$ cat src/rtl/slow_div_param.sv
// -----------------------------------------------------------------------------
// slow_div_param
//
// Parametrised multi-cycle restoring divider. One quotient bit is retired per
// clock, so a normal division takes WIDTH cycles from the accepting edge to
// the valid edge. A zero divisor short-cuts to a one-cycle divide-by-zero
// result. Signed operation is selected per operation with signed_mode; the
// datapath itself always works on magnitudes and fixes up the signs at the end.
//
// Parameters:
//   WIDTH      operand / quotient / remainder width (2..32)
//   SIGNED_EN  1: signed_mode honoured, 0: unsigned-only build
//
// Ports:
//   clk          clock, rising edge
//   rst          asynchronous active-low reset
//   start        request, sampled only while busy=0
//   signed_mode  1 = two's-complement operation, sampled with start
//   X            dividend, sampled with start
//   Y            divisor, sampled with start
//   busy         operation in progress (start ignored while high)
//   valid        one-cycle pulse, results updated this cycle
//   quot         quotient, held until the next completion
//   rem          remainder, held until the next completion
//   div_by_zero  Y was zero for the held result
//   ovf          signed MIN / -1 for the held result
// -----------------------------------------------------------------------------
module slow_div_param #(
    parameter int unsigned WIDTH     = 8,
    parameter bit          SIGNED_EN = 1'b1
) (
    input  logic             clk,
    input  logic             rst,
    input  logic             start,
    input  logic             signed_mode,
    input  logic [WIDTH-1:0] X,
    input  logic [WIDTH-1:0] Y,
    output logic             busy,
    output logic             valid,
    output logic [WIDTH-1:0] quot,
    output logic [WIDTH-1:0] rem,
    output logic             div_by_zero,
    output logic             ovf
);

    localparam int unsigned        CntW    = $clog2(WIDTH);
    localparam logic [CntW-1:0]    CntLast = CntW'(WIDTH - 1);
    localparam logic [WIDTH-1:0]   MinVal  = {1'b1, {(WIDTH-1){1'b0}}};

    typedef enum logic [1:0] {
        StIdle,
        StCalc,
        StDz
    } state_e;

    state_e           state_q, state_d;

    // Working registers
    logic [WIDTH-1:0] prem_q, prem_d;      // partial remainder
    logic [WIDTH-1:0] dvd_q, dvd_d;        // dividend shifting out, quotient shifting in
    logic [WIDTH-1:0] dvs_q, dvs_d;        // divisor magnitude
    logic [CntW-1:0]  cnt_q, cnt_d;        // remaining steps
    logic             qneg_q, qneg_d;      // negate quotient at the end
    logic             rneg_q, rneg_d;      // negate remainder at the end
    logic             ovf_pend_q, ovf_pend_d;

    // Result registers
    logic [WIDTH-1:0] quot_q, quot_d;
    logic [WIDTH-1:0] rem_q, rem_d;
    logic             dbz_q, dbz_d;
    logic             ovf_q, ovf_d;
    logic             valid_q, valid_d;

    // -------------------------------------------------------------------------
    // Operand preparation (used only on the accepting edge)
    // -------------------------------------------------------------------------
    logic             eff_signed;
    logic             x_neg, y_neg;
    logic [WIDTH-1:0] x_mag, y_mag;
    logic             is_min_m1;

    assign eff_signed = SIGNED_EN & signed_mode;
    assign x_neg      = eff_signed & X[WIDTH-1];
    assign y_neg      = eff_signed & Y[WIDTH-1];
    // -MIN wraps back to MIN, which read as unsigned is the correct magnitude.
    assign x_mag      = x_neg ? (~X + 1'b1) : X;
    assign y_mag      = y_neg ? (~Y + 1'b1) : Y;
    assign is_min_m1  = eff_signed && (X == MinVal) && (Y == {WIDTH{1'b1}});

    // -------------------------------------------------------------------------
    // One restoring step
    // -------------------------------------------------------------------------
    // The shifted remainder is WIDTH+1 bits wide. Its top bit set means it is
    // already >= any WIDTH-bit divisor, so the low WIDTH bits plus one borrow
    // bit are enough to decide the trial subtraction; when the step succeeds
    // the true difference is below the divisor and fits in WIDTH bits.
    logic [WIDTH:0]   shifted;
    logic             borrow;
    logic [WIDTH-1:0] diff;
    logic             step_ok;
    logic [WIDTH-1:0] prem_step;
    logic [WIDTH-1:0] dvd_step;
    logic [WIDTH-1:0] quot_fin;
    logic [WIDTH-1:0] rem_fin;

    assign shifted          = {prem_q, dvd_q[WIDTH-1]};
    assign {borrow, diff}   = {1'b0, shifted[WIDTH-1:0]} - {1'b0, dvs_q};
    assign step_ok          = shifted[WIDTH] | ~borrow;
    assign prem_step        = step_ok ? diff : shifted[WIDTH-1:0];
    assign dvd_step         = {dvd_q[WIDTH-2:0], step_ok};
    assign quot_fin         = qneg_q ? (~dvd_step + 1'b1) : dvd_step;
    assign rem_fin          = rneg_q ? (~prem_step + 1'b1) : prem_step;

    // -------------------------------------------------------------------------
    // Next-state logic
    // -------------------------------------------------------------------------
    always_comb begin
        state_d    = state_q;
        prem_d     = prem_q;
        dvd_d      = dvd_q;
        dvs_d      = dvs_q;
        cnt_d      = cnt_q;
        qneg_d     = qneg_q;
        rneg_d     = rneg_q;
        ovf_pend_d = ovf_pend_q;
        quot_d     = quot_q;
        rem_d      = rem_q;
        dbz_d      = dbz_q;
        ovf_d      = ovf_q;
        valid_d    = 1'b0;

        unique case (state_q)
            StIdle: begin
                if (start) begin
                    if (Y == '0) begin
                        // Keep the raw dividend; it becomes the remainder.
                        dvd_d   = X;
                        state_d = StDz;
                    end else begin
                        prem_d     = '0;
                        dvd_d      = x_mag;
                        dvs_d      = y_mag;
                        cnt_d      = CntLast;
                        qneg_d     = x_neg ^ y_neg;
                        rneg_d     = x_neg;
                        ovf_pend_d = is_min_m1;
                        state_d    = StCalc;
                    end
                end
            end

            StCalc: begin
                prem_d = prem_step;
                dvd_d  = dvd_step;
                if (cnt_q == '0) begin
                    quot_d  = quot_fin;
                    rem_d   = rem_fin;
                    dbz_d   = 1'b0;
                    ovf_d   = ovf_pend_q;
                    valid_d = 1'b1;
                    state_d = StIdle;
                end else begin
                    cnt_d = cnt_q - 1'b1;
                end
            end

            StDz: begin
                quot_d  = '1;
                rem_d   = dvd_q;
                dbz_d   = 1'b1;
                ovf_d   = 1'b0;
                valid_d = 1'b1;
                state_d = StIdle;
            end

            default: begin
                state_d = StIdle;
            end
        endcase
    end

    // -------------------------------------------------------------------------
    // State registers
    // -------------------------------------------------------------------------
    always_ff @(posedge clk or negedge rst) begin
        if (!rst) begin
            state_q    <= StIdle;
            prem_q     <= '0;
            dvd_q      <= '0;
            dvs_q      <= '0;
            cnt_q      <= '0;
            qneg_q     <= 1'b0;
            rneg_q     <= 1'b0;
            ovf_pend_q <= 1'b0;
            quot_q     <= '0;
            rem_q      <= '0;
            dbz_q      <= 1'b0;
            ovf_q      <= 1'b0;
            valid_q    <= 1'b0;
        end else begin
            state_q    <= state_d;
            prem_q     <= prem_d;
            dvd_q      <= dvd_d;
            dvs_q      <= dvs_d;
            cnt_q      <= cnt_d;
            qneg_q     <= qneg_d;
            rneg_q     <= rneg_d;
            ovf_pend_q <= ovf_pend_d;
            quot_q     <= quot_d;
            rem_q      <= rem_d;
            dbz_q      <= dbz_d;
            ovf_q      <= ovf_d;
            valid_q    <= valid_d;
        end
    end

    // -------------------------------------------------------------------------
    // Outputs (all driven straight from registers)
    // -------------------------------------------------------------------------
    assign busy        = (state_q != StIdle);
    assign valid       = valid_q;
    assign quot        = quot_q;
    assign rem         = rem_q;
    assign div_by_zero = dbz_q;
    assign ovf         = ovf_q;

`ifndef SYNTHESIS
    a_valid_not_busy: assert property (@(posedge clk) disable iff (!rst)
        valid |-> !busy);
    a_flags_exclusive: assert property (@(posedge clk) disable iff (!rst)
        !(div_by_zero && ovf));
    a_idle_cnt_zero: assert property (@(posedge clk) disable iff (!rst)
        (state_q == StIdle) |-> (cnt_q == '0));
`endif

endmodule
$ cat config.mk
export PLATFORM = sky130hd
export DESIGN_NAME = slow_div_param
export DESIGN_NICKNAME = d
export VERILOG_FILES = /design/src/rtl/slow_div_param.sv
export SDC_FILE = /design/constraint.sdc
export NUM_CORES = 1
export LEC_CHECK = 0
export CORE_UTILIZATION = 61
export DETAILED_ROUTE_END_ITERATION = 6
export GPL_TIMING_DRIVEN = 0
export PLACE_DENSITY = 0.87
export SETUP_SLACK_MARGIN = 0.3
export SKIP_LAST_GASP = 1
export SYNTH_ARGS = -nofsm -noshare
export SYNTH_HDL_FRONTEND = slang
export SYNTH_SLANG_ARGS = --single-unit
$ cat constraint.sdc
create_clock -name clk -period 9.9 [get_ports clk]
set_clock_uncertainty 0.15 [all_clocks]
set_input_delay 2.475 -clock clk [delete_from_list [all_inputs] [get_ports clk]]
set_output_delay 2.475 -clock clk [all_outputs]
set_load 0.01 [all_outputs]
==> flow_metrics.py <==
metrics = {
    "sta": {
        "fin_crit_sh_pct": 54.3,
        "finalSetupTns_ns": 0,
        "fmax_mhz": 186,
        "tightest_slew_ns": 1.14,
        "setup_viol": 0,
        "period_minus_slack_ns": 5.37,
        "maxSlewViolCount": 0,
        "hold_viol": 0,
        "rsz0062_at_grt": "false",
        "max-slew-margin-rel_pct": 23.2,
    },
    "global_routing": {
        "first_global_vias": 2863,
        "grt_pass1_wl_um": 13800,
        "grt_overflow": 0,
        "antenna_found_initial": 0,
        "grt_max_degree": 35,
        "grt_usage_pct": 29.8,
    },
    "critical_path": {
        "critPathCaptureType": "register",
        "setup.worst_path.start_class": "primary input",
        "r2r_slack_ns": 5.75,
        "critPathMaxFanout": 10,
        "crit_family": "simple AND/OR/NAND/NOR gates",
        "timing.rr.start": "dvd_q[7]",
        "r2r_cells": 16,
        "r2r-end": "rem[4]",
        "path_class": "in2reg",
        "cp.required_ns": 9.93,
        "slowest_delay_ns": 0.87,
        "slowest_stage": "nor4_1",
        "worstPathArrival_ns": 5.40,
        "path_cells": "clkdlybuf4s50_1 > or3_1 > nor4_1 > or2_2 > clkbuf_1 > nand2b_1 > nand2_1 > o21ai_0",
        "crit_path_start": "Y[3]",
        "cp.buffers_inverters": 2,
    },
    "place": {
        "place.detailed.hpwl_um": 6240,
        "gp_congestion": 0.908,
        "dpl_cell_area_sq_mm": 0.00392,
        "port-buffer-count": 39,
    },
    "hold_path": {
        "min_from": "dvs_q[0]",
        "worstHoldEndpoint": "dvs_q[0]",
        "hold_path_class": "reg2reg",
        "hold_depth": 2,
    },
    "cells_and_area": {
        "num_antenna_cells": 0,
        "final_util_pct": 77.0,
        "area_growth_pct": 18.5,
        "fin_nets": 487,
        "final_cell_area_sq_mm": 0.00406,
        "drive_gt1_share_pct": 4.68,
    },
    "yosys": {
        "synth-seq-area-share_pct": 37.3,
        "ys_ff_latch": 51,
        "syn_area_sq_mm": 0.00342,
        "syn-num-nets": 440,
        "synth-main-ff-cell": "dfrtp_1",
        "netlist_instances": 401,
        "yosysUniqueCellTypes": 55,
        "ys_warn_count": 0,
        "async_flop_share_pct": 100,
        "synth_edf_count": 0,
        "avgSynthCellArea_sq_um": 8.54,
    },
    "run_status": {
        "outcome": "complete, no violations",
    },
    "clock_network": {
        "ctsHoldBuffers": 0,
        "numCtsBuffers": 5,
        "clockBufferDepth": 2,
        "path_clk_slew_ns": 0.09,
        "cts_tree": "yes",
        "cts_max_level": 2,
        "clock-sinks": 51,
        "cts.root.buffer_cell": "clkbuf_8",
        "cts_setup_buffers": 0,
        "cts_resized": 0,
        "insertion_delay_ns": 0.32,
    },
    "floorplanning": {
        "dieHeight_um": 76.9,
        "dieArea_sq_mm": 0.00592,
        "core_sq_mm": 0.00527,
        "start_util_pct": 65.0,
        "io_pins": 40,
        "rows": 26,
        "die_w_um": 76.9,
    },
    "pwr": {
        "max-vdd-ir-drop_uv": 170,
        "power.leakage_uw": 0.00176,
        "total_power_uw": 1360,
        "power_density_mw_per_mm2": 334,
    },
    "drt": {
        "vias": 3144,
        "detail-route-antenna-nets": 0,
        "wl_per_cell_um": 15.7,
        "drc": 0,
        "totalWireLength_um": 8170,
        "drt_pre_antenna_iters": 6,
        "viasPerCell": 6.06,
        "first_iter_violations": 280,
    },
    "run": {
        "cap_violations": 0,
    },
}
==> state kept, by name, summed over array words and instances, names as in the netlist, 2 cells and up <==
name     flops
rem          8
prem_q       8
quot         8
dvs_q        8
dvd_q        8
cnt_q        3
state_q      2
==> through the flow <==
step / cells / hold WS (ns) / worst slack, ns
floorplan: 401 / 0.294 / 5.43
finish: 519 / 0.355 / 4.53
global placement: 510 / 0.312 / 4.42
detailed placement: 511 / 0.322 / 4.36
CTS: 519 / 0.360 / 4.67
global route: 519 / 0.379 / 4.30
==> report_power, final <==
group | total (uW) | switching, uW | internal, uW
sequential | 339 | 64.8 | 274
clock | 178 | 75.6 | 103
combinational | 839 | 499 | 340
==> worst reg2reg max path, delay by kind of cell, from the launching register on <==
family          cells  cell delay, ns
simple gates        1            0.09
compound gates      5            1.28
fa+ha+maj           3            0.89
mux                 1            0.37
flops               1            0.43
xor+xnor            1            0.20
buf+inv             5            0.63
==> Yosys cell counts, types with 2 or more instances <==
cell | n | area [sq um]
a21oi_1 | 27 | 135
o211ai_1 | 2 | 15.0
a211oi_1 | 3 | 22.5
nand4_1 | 3 | 18.8
or3_1 | 2 | 12.5
a22o_1 | 2 | 17.5
o21ai_0 | 40 | 200
ha_1 | 18 | 225
nor2_1 | 42 | 158
clkbuf_1 | 11 | 41.3
nor3b_1 | 2 | 15.0
nand3b_1 | 3 | 22.5
nand3_1 | 10 | 50.1
o41ai_1 | 2 | 17.5
nor4_1 | 4 | 25.0
xor2_1 | 12 | 105
and3_1 | 2 | 12.5
a211o_1 | 2 | 17.5
a22oi_1 | 2 | 15.0
dfrtp_1 | 51 | 1280
inv_1 | 21 | 78.8
nand2_1 | 49 | 184
and2_1 | 2 | 12.5
o31ai_1 | 8 | 60.1
nand2b_1 | 6 | 37.5
xnor2_1 | 14 | 123
o22ai_1 | 3 | 18.8
mux2_2 | 2 | 22.5
nor3_1 | 10 | 50.1
o311a_1 | 2 | 20.0
mux2i_1 | 15 | 150
nor2b_1 | 5 | 31.3
buf_1 | 2 | 7.51
==> placed cells by master, fill, tap and decap left out, types with 3 or more instances in the layout <==
master and instances:
nand3_1 10, o21ai_0 40, inv_1 21, mux2i_1 15, xnor2_1 14, nand2b_1 6, nand2_1 49, a21oi_1 27
nand3b_1 3, o22ai_1 3, nor2b_1 5, clkbuf_8 5, a211oi_1 3, clkbuf_1 11, nor3_1 10, ha_1 18
nor4_1 4, nand4_1 3, o31ai_1 8, clkdlybuf4s50_1 38, nor2_1 42, xor2_1 12, dfrtp_1 51
==> per-layer routing <==
metal / up-vias / GRT usage [%] / part of all wire [%]
met3: 13 / 5.24 / 6.9
li1: 1511 / - / -
met1: 1486 / 39.9 / 44
met4: 0 / 10.0 / 1.8
met2: 134 / 48.8 / 48
met5: - / 0 / 0
==> worst max-delay path by stage <==
| stage | end | slack [ns] | cells past startpoint |
|---|---|---|---|
| 3_5_place_dp | cnt_q[0] | 4.36 | 7 |
| 5_1_grt | prem_q[2] | 4.30 | 8 |
| 4_1_cts | prem_q[3] | 4.67 | 8 |
| 6_report | prem_q[1] | 4.53 | 8 |
| 3_3_place_gp | prem_q[3] | 4.42 | 8 |
| 2_1_floorplan | prem_q[2] | 5.43 | 7 |
==> cell families after synthesis <==
group           Yosys count  synth area share [%]
flops                    51                  37.3
buf+inv                  37                  4.31
simple gates            147                  20.1
compound gates          103                  19.1
xor+xnor                 26                  6.65
fa+ha+maj                19                  7.16
mux                      18                  5.37
==> final cells by class <==
cell class                 count  area (sq um)
clock inverter                 3          71.3
clock buffer                   5          68.8
tap                           70          87.6
multi-input combinational    313          2000
fill                         390          1210
inverter                      22          82.6
buffer                        15          65.1
timing repair buffer          40           405
sequential                    51          1280
(Power assumes the default switching activity.)
